==> config.mk <==
export PLATFORM = sky130hd
export DESIGN_NAME = hf_reader_mode_seq
export DESIGN_NICKNAME = d
export VERILOG_FILES = /design/src/rtl/hf_reader_mode_seq.sv
export SDC_FILE = /design/constraint.sdc
export NUM_CORES = 1
export LEC_CHECK = 0
export CAP_MARGIN = 20
export CORE_MARGIN = 1.5
export CORE_UTILIZATION = 58
export DETAILED_ROUTE_END_ITERATION = 7
export PLACE_DENSITY = 0.79
export SETUP_SLACK_MARGIN = 0.15
export SLEW_MARGIN = 10
export SYNTH_ARGS = -nofsm -noshare
export SYNTH_HDL_FRONTEND = slang
export SYNTH_SLANG_ARGS = --single-unit
==> constraint.sdc <==
create_clock -name ck_1356meg -period 2.4 [get_ports ck_1356meg]
set_input_delay 0.6 -clock ck_1356meg [delete_from_list [all_inputs] [get_ports ck_1356meg]]
set_output_delay 0.6 -clock ck_1356meg [all_outputs]
set_load 0.01 [all_outputs]
==> src/rtl/hf_reader_mode_seq.sv <==
// rtl/hf_reader_mode_seq.sv - HF reader minor-mode sequencer with frame alignment, TX->RX guard and RX timeout
// Optional feature: define HF_MODE_SEQ_JAM_EN to accept code 8 (SEND_JAM) as a TX-class mode.
module hf_reader_mode_seq #(
  parameter int          GUARD_CYCLES      = 128,
  parameter int          RX_TIMEOUT_FRAMES = 1023,
  parameter logic [3:0]  IDLE_MODE         = 4'd7
) (
  input  logic       ck_1356meg,
  input  logic       nrst,
  input  logic       req_valid,
  input  logic [3:0] req_mode,
  output logic       req_ready,
  input  logic       frame_strobe,
  output logic [3:0] minor_mode,
  output logic       rx_valid,
  output logic       timeout,
  output logic       req_err
);

  localparam int FW_RAW = $clog2(RX_TIMEOUT_FRAMES + 1);
  localparam int FW     = (FW_RAW < 1) ? 1 : FW_RAW;
  localparam int GW_RAW = $clog2(GUARD_CYCLES + 1);
  localparam int GW     = (GW_RAW < 1) ? 1 : GW_RAW;

  typedef enum logic [1:0] {S_IDLE, S_ALIGN, S_GUARD, S_ACTIVE} state_t;
  typedef enum logic [1:0] {CLS_RX, CLS_TX, CLS_SNIFF, CLS_BAD} mode_class_t;

  function automatic mode_class_t classify(input logic [3:0] code);
    case (code)
      4'd0, 4'd1, 4'd2: classify = CLS_RX;
      4'd3, 4'd4:       classify = CLS_TX;
      4'd5, 4'd6, 4'd7: classify = CLS_SNIFF;
`ifdef HF_MODE_SEQ_JAM_EN
      4'd8:             classify = CLS_TX;
`else
      4'd8:             classify = CLS_BAD;
`endif
      default:          classify = CLS_BAD;
    endcase
  endfunction

  state_t          state;
  logic [3:0]      pend_mode;
  logic [GW-1:0]   guard_cnt;
  logic [FW-1:0]   frame_cnt;
  mode_class_t     req_cls;
  mode_class_t     cur_cls;
  mode_class_t     pend_cls;
  logic            accept;

  assign accept   = req_valid && req_ready;
  assign req_cls  = classify(req_mode);
  assign cur_cls  = classify(minor_mode);
  assign pend_cls = classify(pend_mode);

  always_ff @(posedge ck_1356meg or negedge nrst) begin
    if (!nrst) begin
      state      <= S_IDLE;
      pend_mode  <= IDLE_MODE;
      guard_cnt  <= '0;
      frame_cnt  <= '0;
      minor_mode <= IDLE_MODE;
      req_ready  <= 1'b1;
      rx_valid   <= 1'b0;
      timeout    <= 1'b0;
      req_err    <= 1'b0;
    end else begin
      timeout <= 1'b0;
      req_err <= 1'b0;
      case (state)
        S_IDLE, S_ACTIVE: begin
          if (accept && req_cls == CLS_BAD) begin
            req_err <= 1'b1;
          end
          // A valid request wins over a coinciding expiry strobe.
          if (accept && req_cls != CLS_BAD) begin
            frame_cnt <= '0;
            if (!(state == S_ACTIVE && req_mode == minor_mode)) begin
              rx_valid <= 1'b0;
              if (req_cls == CLS_TX) begin
                minor_mode <= req_mode;
                state      <= S_ACTIVE;
              end else begin
                pend_mode <= req_mode;
                req_ready <= 1'b0;
                state     <= S_ALIGN;
              end
            end
          end else if (state == S_ACTIVE && frame_strobe && cur_cls != CLS_TX) begin
            if (cur_cls == CLS_RX && frame_cnt >= FW'(RX_TIMEOUT_FRAMES - 1)) begin
              timeout    <= 1'b1;
              minor_mode <= IDLE_MODE;
              rx_valid   <= 1'b0;
              frame_cnt  <= '0;
              state      <= S_IDLE;
            end else begin
              rx_valid <= 1'b1;
              if (cur_cls == CLS_RX) begin
                frame_cnt <= frame_cnt + 1'b1;
              end
            end
          end
        end
        S_ALIGN: begin
          if (frame_strobe) begin
            minor_mode <= pend_mode;
            frame_cnt  <= '0;
            // Carrier must settle after leaving a modulating mode for a receive mode.
            if (cur_cls == CLS_TX && pend_cls == CLS_RX) begin
              guard_cnt <= '0;
              state     <= S_GUARD;
            end else begin
              req_ready <= 1'b1;
              state     <= S_ACTIVE;
            end
          end
        end
        S_GUARD: begin
          if (guard_cnt >= GW'(GUARD_CYCLES - 1)) begin
            req_ready <= 1'b1;
            state     <= S_ACTIVE;
          end else begin
            guard_cnt <= guard_cnt + 1'b1;
          end
        end
        default: state <= S_IDLE;
      endcase
    end
  end

endmodule

==> results of run 1 <==
## how the worst max path moves through the flow
stage	end	cells past startpoint	from	slack (ps)
5_1_grt	pend_mode[1]	8	req_mode[3]	170
3_3_place_gp	state[1]	6	req_mode[3]	40
2_1_floorplan	state[1]	7	state[0]	320
3_5_place_dp	pend_mode[1]	8	req_mode[3]	-30
4_1_cts	minor_mode[1]	1	minor_mode[1]	300
6_report	pend_mode[2]	8	req_mode[3]	290
## final cells by class
cell class,instances,area (µm²),share of cell area [%]
Clock inverter,1,5.00,0.209
Tap cell,46,57.6,2.41
Sequential cell,32,810,33.9
Clock buffer,6,41.3,1.73
Timing Repair Buffer,34,293,12.3
Inverter,9,33.8,1.41
Multi-Input combinational cell,168,1150,48.1
## cell usage after synthesis (3+ instances only)
cell type	count	share of area, %
sky130_fd_sc_hd__xnor2_1	7	3.0
sky130_fd_sc_hd__nor2_1	20	3.7
sky130_fd_sc_hd__inv_1	9	1.7
sky130_fd_sc_hd__nand3_1	8	2.0
sky130_fd_sc_hd__mux2i_1	5	2.5
sky130_fd_sc_hd__clkbuf_1	5	0.93
sky130_fd_sc_hd__dfstp_2	7	9.1
sky130_fd_sc_hd__mux2_2	3	1.7
sky130_fd_sc_hd__nand2b_1	4	1.2
sky130_fd_sc_hd__ha_1	6	3.7
sky130_fd_sc_hd__and2b_1	3	1.1
sky130_fd_sc_hd__xor2_1	4	1.7
sky130_fd_sc_hd__a21oi_1	4	0.99
sky130_fd_sc_hd__o31ai_1	5	1.9
sky130_fd_sc_hd__nor4_1	5	1.5
sky130_fd_sc_hd__dfrtp_1	25	31
sky130_fd_sc_hd__o22ai_1	6	1.9
sky130_fd_sc_hd__o21ai_0	18	4.4
sky130_fd_sc_hd__buf_2	3	0.74
sky130_fd_sc_hd__nand2_1	22	4.1
## worst max-delay path, cell delays in order
cell and delay, ps:
sky130_fd_sc_hd__clkdlybuf4s50_1 450, sky130_fd_sc_hd__buf_4 160, sky130_fd_sc_hd__xnor2_1 150, sky130_fd_sc_hd__nand3_1 130
sky130_fd_sc_hd__buf_4 170, sky130_fd_sc_hd__o21bai_2 350, sky130_fd_sc_hd__o22ai_1 150, sky130_fd_sc_hd__a22oi_1 200
## state kept, by name (all words and copies together), names as in the netlist
name,flops
frame_cnt,10
guard_cnt,8
minor_mode,4
pend_mode,4
req_err,1
req_ready,1
rx_valid,1
state,2
timeout,1
## cells by family (layout without fill, tap and decap cells)
logic type | after synthesis | in the layout | share of synthesized area [%]
buffers and inverters | 17 | 50 | 3.33
adders and majority gates | 6 | 6 | 3.70
and+or+nand+nor | 82 | 82 | 22.5
muxes | 8 | 8 | 4.14
xor gates and xnor gates | 11 | 11 | 4.75
AOI/OAI and AO/OA | 61 | 61 | 21.6
DFF | 32 | 32 | 39.9
## report_power, final
group          leakage [nW]  internal, mW  total, mW  switching, mW
combinational         0.652        0.0314     0.0676         0.0362
clock                0.0281         0.108      0.285          0.178
sequential            0.360         0.539      0.539              0
## layer usage
metal  track usage (%)  vias up
li1                  -      865
met5                 0        -
met1              35.6      896
met4              7.22        0
met2              42.7       33
met3              6.16        6
==> reports/summary.txt, run 1 <==
Number of clock sinks seen by CTS: 32
Critical register-to-register path startpoint: minor_mode[3]
Placed wire-length estimate: 3350 µm
Synth Register Bits: 32
Number of core rows: 21
Worst Setup Slack, final: 294 ps
Per-cell via count in the routed design: 6.08
Crit path time final: 2110 ps
Place WS: -25.8 ps
Post-CTS repair timing setup buffer count: 0
Pwr Density: 373 mW/mm²
Critical path data required time: 2650 ps
Iteration count of the initial detailed-routing pass: 4
Leakage: 1.04 nW
Critical path fanouts, max: 8
Worst hold path startpoint: guard_cnt[7]
Hold Path End: guard_cnt[7]
Worst reg-to-reg setup slack: 350 ps
Run status: finished, final reports clean
CTS hold repair buffers: 0
Number of buffers created by CTS: 5
Max_slew headroom: 64.8%
Initial antenna violation count: 0
Worst Setup Path Type: in2reg
Number of cells produced by synthesis: 217
DRC errors left: 0
Number of warnings printed during yosys synthesis: 0
DR WL met3: 153 µm
Pin count of the biggest net entering global routing: 33
Final max-slew violation count: 0
Post-Route Setup TNS: 0 ps
Critical path launch point type: input pin
H-tree levels: 2
Routed met2 length: 2320 µm
Number of failing hold endpoints at the final stage: 0
Global-route wire length before repair: 8180 µm
Final number of setup-violating endpoints: 0
TritonCTS clock tree: built
Endpoint of the most critical register-to-register path: state[1]
Weighted congestion reported at the end of routability-driven placement: 0.866
Area Growth Syn to Fin: 17.9%
Average wire per cell in the routed design: 15.6 µm
Cell count of the worst hold path: 2
Period utilisation layout: 87.7%
Highest signal layer in the routed design: met4
Max Cap Viol: 0
Share of the core filled with cells: 71.6%
Initial standard-cell utilization of the core: 60.7%
Share of the yosys chip area belonging to registers: 39.9%
VDD IR-drop max: 0.000409 V
Commonest cells after routing, fill and taps aside: sky130_fd_sc_hd__dfrtp_1 (25), sky130_fd_sc_hd__nand2_1 (22), sky130_fd_sc_hd__nor2_1 (20)
Post-synth EDFFs: 0
Met1 layer wirelength in the final routing: 2100 µm
Post-route clock skew: 9.45 ps
Overall power after layout: 0.892 mW
Total number of vias: 1800
Mapped cell area: 0.00203 mm²
Chip Height: 62.1 µm
Iteration-0 DRC count of the detailed router: 195
Prevailing post-synth register cell: sky130_fd_sc_hd__dfrtp_1
Clock latency of the later-clocked register in the worst-skew pair: 330 ps
Smallest hold slack: 515 ps
Number of global-route vias before repair: 1793
Antenna viol nets, final: 0
Antenna cell count: 0
Number of input and output port buffers inserted: 15
Remaining global-route overflow: 0
Proportion of layout cells with a drive suffix above 1: 18.8%
Area of placed instances: 0.00234 mm²
Global-route usage over all layers: 26.2%
CTS max path bufs: 2
Signal arrival time at the worst endpoint: 2360 ps
Area of the die: 0.00386 mm²
Routed WL: 4610 µm
Mapped Nets: 231
Mean Syn Cell Area: 9.34 µm²
Clock Root Buffer: sky130_fd_sc_hd__clkbuf_4
Post_cts resized: 0
Filler-free cell count of the finished design: 296
Max Clk Rate: 475 MHz
Share of synthesized flip-flops with an asynchronous set or reset: 100%
Final-layout fill cell count: 274
Number of cells traversed by the worst register-to-register path: 5
Unrepaired setup endpoints after global routing: no
DP Cell Count: 289
Count of boundary I/O pins: 16
Clock-pin slew on the worst setup and hold paths: 90 ps
Nets: 264
Cell area after layout: 0.00239 mm²
Most common library cell in the layout ignoring fill and taps: sky130_fd_sc_hd__dfrtp_1
Worst-margin pin slew: 523 ps
Chip Width: 62.1 µm
Area inside the core boundary: 0.00334 mm²
Crit path capture type: register
Count of cell types in the netlist: 56
Hold Crit Class: reg2reg
Note: power is estimated with default switching activity, not from simulation.
==> inputs of run 2 (changes only) <==
Settings changed: PLACE_DENSITY 0.79 to 0.88.
==> run 2 against run 1 <==
Effect of this change:
- routed wire length about the same
- clock power grew 6%
- global-route usage up 0.19 points
- hold slack got worse by 7.1 ps
- combinational power grew 1%
- cell area is 1.1% higher
- critical path depth is 7 lower
- via count up 0.22%
- critical path type is now reg2out
- power up 2.1%
- worst setup slack lost 12 ps
- sequential cell count unchanged
- largest cell class unchanged
==> reports/summary.txt, run 2 (synthesized netlist as in run 1, its figures left out) <==
Count of boundary I/O pins: 16 (unchanged)
DP Cell Count: 292 (+1.0%)
Weighted congestion reported at the end of routability-driven placement: 0.857 (-1.0%)
DR WL met3: 185 µm (+21%)
Routed WL: 4620 µm (about the same)
Highest signal layer in the routed design: met4
Overall power after layout: 0.911 mW (+2.1%)
Final-layout fill cell count: 251 (-8.4%)
Commonest cells after routing, fill and taps aside: sky130_fd_sc_hd__dfrtp_1 (25), sky130_fd_sc_hd__nand2_1 (22), sky130_fd_sc_hd__buf_4 (22)
Post_cts resized: 0 (unchanged)
Depth of the critical timing path with buffers and inverters included: 1 (-7)
Max stage delay cell, worst path: sky130_fd_sc_hd__dfstp_2
CP Cell Sequence: clkdlybuf4s50_1
Worst Setup Slack, final: 282 ps (-11.8 ps)
Critical path fanouts, max: 6 (-2)
Share of the core filled with cells: 72.4% (+0.79 points)
Area of the die: 0.00386 mm² (unchanged)
Critical path data required time: 1800 ps (-850 ps)
Met1 layer wirelength in the final routing: 2160 µm (+2.8%)
Critical register-to-register path startpoint: frame_cnt[0]
TritonCTS clock tree: built
Leakage: 1.06 nW (+1.5%)
Clock Root Buffer: sky130_fd_sc_hd__clkbuf_4
Number of global-route vias before repair: 1710 (-4.6%)
Per-cell via count in the routed design: 6.01 (-1.1%)
Max Cap Viol: 0 (unchanged)
Post-route clock skew: 5.80 ps (-3.65 ps)
Smallest hold slack: 508 ps (-7.08 ps)
Number of cells traversed by the worst register-to-register path: 7 (+2)
Max reg flops: 10 (unchanged)
Peak per-stage delay on the critical path: 620 ps (+170 ps)
Initial antenna violation count: 0 (unchanged)
Max_slew headroom: 60.2% (-4.6 points)
Crit path capture type: primary output
DRC errors left: 0 (unchanged)
Leading registers by flop count: frame_cnt: 10 flops, guard_cnt: 8 flops
Worst hold path startpoint: guard_cnt[7]
Chip Width: 62.1 µm (unchanged)
Dominant delay contributor by cell family on the critical path: flip-flops
Pin count of the biggest net entering global routing: 33 (unchanged)
Crit path time final: 2120 ps (+11.8 ps)
Most common library cell in the layout ignoring fill and taps: sky130_fd_sc_hd__dfrtp_1
Iteration-0 DRC count of the detailed router: 115 (-41%)
Max Clk Rate: 472 MHz (-0.56%)
Number of buffers created by CTS: 5 (unchanged)
Global-route usage over all layers: 26.4% (+0.19 points)
Antenna cell count: 0 (unchanged)
CP Buf/Inv Count: 1 (-2)
Chip Height: 62.1 µm (unchanged)
Endpoint of the most critical register-to-register path: state[1]
Cell count of the worst hold path: 2 (unchanged)
Global-route wire length before repair: 8020 µm (-1.9%)
Total number of vias: 1804 (+0.22%)
Placed wire-length estimate: 3310 µm (-1.3%)
Clock-pin slew on the worst setup and hold paths: 90 ps (about the same)
Critical path launch point type: register
Period utilisation layout: 88.2% (+0.49 points)
Proportion of layout cells with a drive suffix above 1: 19.7% (+0.89 points)
Hold Path End: guard_cnt[7]
Register bank with the most flops: frame_cnt
Number of clock sinks seen by CTS: 32 (unchanged)
Clock latency of the later-clocked register in the worst-skew pair: 350 ps (+20 ps)
Post-CTS repair timing setup buffer count: 0 (unchanged)
H-tree levels: 2 (unchanged)
Pwr Density: 377 mW/mm² (+1.0%)
Place WS: -26.8 ps (-1.00 ps)
Iteration count of the initial detailed-routing pass: 4 (unchanged)
Final max-slew violation count: 0 (unchanged)
Signal arrival time at the worst endpoint: 1520 ps (-840 ps)
Worst Setup Path Type: reg2out
Unrepaired setup endpoints after global routing: no
CTS hold repair buffers: 0 (unchanged)
Final number of setup-violating endpoints: 0 (unchanged)
Hold Crit Class: reg2reg
Number of failing hold endpoints at the final stage: 0 (unchanged)
Area Growth Syn to Fin: 19.2%
Run status: finished, final reports clean
Routed met2 length: 2190 µm (-5.5%)
Worst-margin pin slew: 591 ps (+67.8 ps)
Worst reg-to-reg setup slack: 300 ps (-50 ps)
Average wire per cell in the routed design: 15.4 µm (-1.3%)
VDD IR-drop max: 0.000352 V (-14%)
Area inside the core boundary: 0.00334 mm² (unchanged)
Nets: 267 (+1.1%)
Number of input and output port buffers inserted: 15 (unchanged)
Antenna viol nets, final: 0 (unchanged)
Number of core rows: 21 (unchanged)
Filler-free cell count of the finished design: 300 (+1.4%)
Initial standard-cell utilization of the core: 60.7% (unchanged)
Remaining global-route overflow: 0 (unchanged)
CTS max path bufs: 2 (unchanged)
## run 2: how the worst max path moves through the flow
stage	startpoint	end	slack, ps
2_1_floorplan	state[0]	state[1]	320
6_report	minor_mode[0]	minor_mode[0]	280
3_3_place_gp	req_mode[3]	state[1]	-10
4_1_cts	minor_mode[1]	minor_mode[1]	270
5_1_grt	req_mode[3]	frame_cnt[8]	170
3_5_place_dp	req_mode[3]	state[1]	-30
## run 2: area by class of cell
type	count	area [µm²]	share of cell area (%)
clock buffers	7	45.0	1.86
well taps	46	57.6	2.38
multi-input cells	168	1150	47.6
repair buffers	37	315	13.1
flip-flops and latches	32	810	33.5
inverters	9	33.8	1.40
clock inverters	1	5.00	0.207
## run 2: routing by layer
layer  vias up  global-route usage, %
met5         -                      0
met4         0                   11.1
met3         9                   6.34
met2        48                   42.1
met1       874                   34.8
li1        873                      -
## run 2: stage by stage
stage | instance area, µm² | TNS [ps]
floorplan | 2030 | 0
global placement | 2370 | -11.8
detailed placement | 2370 | -51.6
CTS | 2420 | 0
finish | 2420 | 0
global route | 2420 | 0
## run 2: power by group
group | internal, mW | switching [mW]
Combinational | 0.0323 | 0.0361
Clock | 0.114 | 0.190
Sequential | 0.539 | 0
Total | 0.686 | 0.226
==> inputs of run 3 (changes only) <==
Settings changed: CORE_ASPECT_RATIO set to 1.2.
==> run 3 against run 2 <==
Effect of this change:
- count of clock-buffer cells in the layout decreased by 1
- hold slack improved by 2.0 ps
- die area about the same
- critical path type is now reg2reg
- largest cell class unchanged
==> reports/summary.txt, run 3 (synthesized netlist as in run 1, its figures left out) <==
Area Growth Syn to Fin: 21.2%
Number of input and output port buffers inserted: 15 (unchanged)
Chip Height: 67.8 µm (+9.1%)
Chip Width: 57.0 µm (-8.3%)
Unrepaired setup endpoints after global routing: no
Endpoint of the most critical register-to-register path: state[1]
Leading registers by flop count: frame_cnt: 10 flops, guard_cnt: 8 flops
Number of cells traversed by the worst register-to-register path: 5 (-2)
Global-route usage over all layers: 26.4% (-0.064 points)
Number of failing hold endpoints at the final stage: 0 (unchanged)
Critical path launch point type: register
TritonCTS clock tree: built
Peak per-stage delay on the critical path: 470 ps (-150 ps)
Smallest hold slack: 510 ps (+2.01 ps)
Hold Path End: guard_cnt[7]
Placed wire-length estimate: 3360 µm (+1.5%)
Critical register-to-register path startpoint: minor_mode[3]
Pin count of the biggest net entering global routing: 33 (unchanged)
Iteration-0 DRC count of the detailed router: 91 (-21%)
Commonest cells after routing, fill and taps aside: sky130_fd_sc_hd__dfrtp_1 (25), sky130_fd_sc_hd__nand2_1 (22), sky130_fd_sc_hd__buf_4 (21)
Post-route clock skew: 3.34 ps (-2.46 ps)
Iteration count of the initial detailed-routing pass: 4 (unchanged)
Per-cell via count in the routed design: 6.33 (+5.2%)
H-tree levels: 2 (unchanged)
Nets: 266 (-0.37%)
Weighted congestion reported at the end of routability-driven placement: 0.885 (+3.2%)
Clock Root Buffer: sky130_fd_sc_hd__clkbuf_8
Worst reg-to-reg setup slack: 270 ps (-30 ps)
Global-route wire length before repair: 7680 µm (-4.2%)
Post-Route Setup TNS: 0 ps (unchanged)
CTS max path bufs: 2 (unchanged)
Worst-margin pin slew: 583 ps (-8.16 ps)
Worst Setup Path Type: reg2reg
Remaining global-route overflow: 0 (unchanged)
Pwr Density: 455 mW/mm² (+21%)
Antenna viol nets, final: 0 (unchanged)
Max reg flops: 10 (unchanged)
Max Clk Rate: 470 MHz (-0.46%)
Initial standard-cell utilization of the core: 60.7% (about the same)
Register bank with the most flops: frame_cnt
Number of core rows: 23 (+9.5%)
Antenna cell count: 0 (unchanged)
Clock latency of the later-clocked register in the worst-skew pair: 290 ps (-60 ps)
Total number of vias: 1835 (+1.7%)
Number of global-route vias before repair: 1755 (+2.6%)
Most common library cell in the layout ignoring fill and taps: sky130_fd_sc_hd__dfrtp_1
Period utilisation layout: 88.6% (+0.41 points)
Leakage: 1.09 nW (+2.9%)
Run status: finished, final reports clean
Critical path fanouts, max: 6 (unchanged)
Clock-pin slew on the worst setup and hold paths: 70 ps (-20 ps)
Max Cap Viol: 0 (unchanged)
Max stage delay cell, worst path: sky130_fd_sc_hd__dfrtp_1
VDD IR-drop max: 0.000529 V (+50%)
Area inside the core boundary: 0.00334 mm² (about the same)
Dominant delay contributor by cell family on the critical path: simple AND/OR/NAND/NOR gates
Cell count of the worst hold path: 2 (unchanged)
Initial antenna violation count: 0 (unchanged)
Filler-free cell count of the finished design: 290 (-3.3%)
Average wire per cell in the routed design: 16.3 µm (+5.7%)
DP Cell Count: 282 (-3.4%)
DRC errors left: 0 (unchanged)
Final max-slew violation count: 0 (unchanged)
Routed WL: 4720 µm (+2.1%)
Number of buffers created by CTS: 5 (unchanged)
CP Buf/Inv Count: 0 (-1)
Area of the die: 0.00386 mm² (about the same)
Final number of setup-violating endpoints: 0 (unchanged)
Count of boundary I/O pins: 16 (unchanged)
Crit path time final: 2130 ps (+9.87 ps)
CP Cell Sequence: a211o_1, nor4_2, o22ai_1, or3_1, a22o_1
Hold Crit Class: reg2reg
Worst hold path startpoint: guard_cnt[7]
Signal arrival time at the worst endpoint: 2310 ps (+790 ps)
Max_slew headroom: 60.7% (+0.55 points)
Proportion of layout cells with a drive suffix above 1: 19.8% (+0.078 points)
Critical path data required time: 2580 ps (+780 ps)
Number of clock sinks seen by CTS: 32 (unchanged)
Crit path capture type: register
Overall power after layout: 1.12 mW (+23%)
==> run 3: report_power, final <==
part           switching [mW]  total [mW]  internal (mW)
logic                  0.0375      0.0692         0.0317
clock network           0.202       0.509          0.308
registers                   0       0.540          0.540
==> run 3: how the worst max path moves through the flow <==
stage                        from            end  slack (ps)  depth (start not counted)
finish              minor_mode[3]       state[1]         270                          5
global route         frame_cnt[0]       state[1]         210                          7
CTS                   req_mode[1]       state[0]         200                          7
detailed placement    req_mode[1]  minor_mode[1]           7                          6
global placement      req_mode[1]  minor_mode[1]          10                          6
floorplan                state[0]       state[1]         320                          7
==> run 3: metal layers <==
metal | share of wire, % | global-route usage (%) | up-vias
li1 | - | - | 871
met1 | 40 | 28.7 | 877
met2 | 51 | 47.3 | 69
met3 | 5.9 | 7.47 | 18
met4 | 3.2 | 12.5 | 0
met5 | 0 | 0 | -
==> run 3: area by class of cell <==
cell class,count,area [µm²]
flip-flops and latches,32,810
repair buffers,36,310
well taps,37,46.3
inverters,9,33.8
clock inverters,2,35.0
clock buffers,6,72.6
multi-input cells,168,1150
fillers,233,881
==> run 3: worst reg2reg max path, stage by stage, from the launching register on <==
cell	delay [ps]
sky130_fd_sc_hd__dfrtp_1	470
sky130_fd_sc_hd__a211o_1	310
sky130_fd_sc_hd__nor4_2	350
sky130_fd_sc_hd__o22ai_1	220
sky130_fd_sc_hd__or3_1	430
sky130_fd_sc_hd__a22o_1	240
==> run 3: metrics by stage <==
step	setup WS (ps)	utilization [%]	cell area, µm²
floorplan	324	-	2030
global placement	14.5	70.3	2350
detailed placement	7.32	70.3	2350
CTS	195	73.5	2450
global route	208	73.6	2460
finish	273	73.6	2460
==> run 3: repair_timing <==
item / 4_1_cts / 5_1_grt
hold buffers: 0 / 0
resized for setup: 0 / 1
endpoints found under the hold margin: 0 / 0
buffers inserted: 0 / 0
setup endpoints to repair: 0 / 1
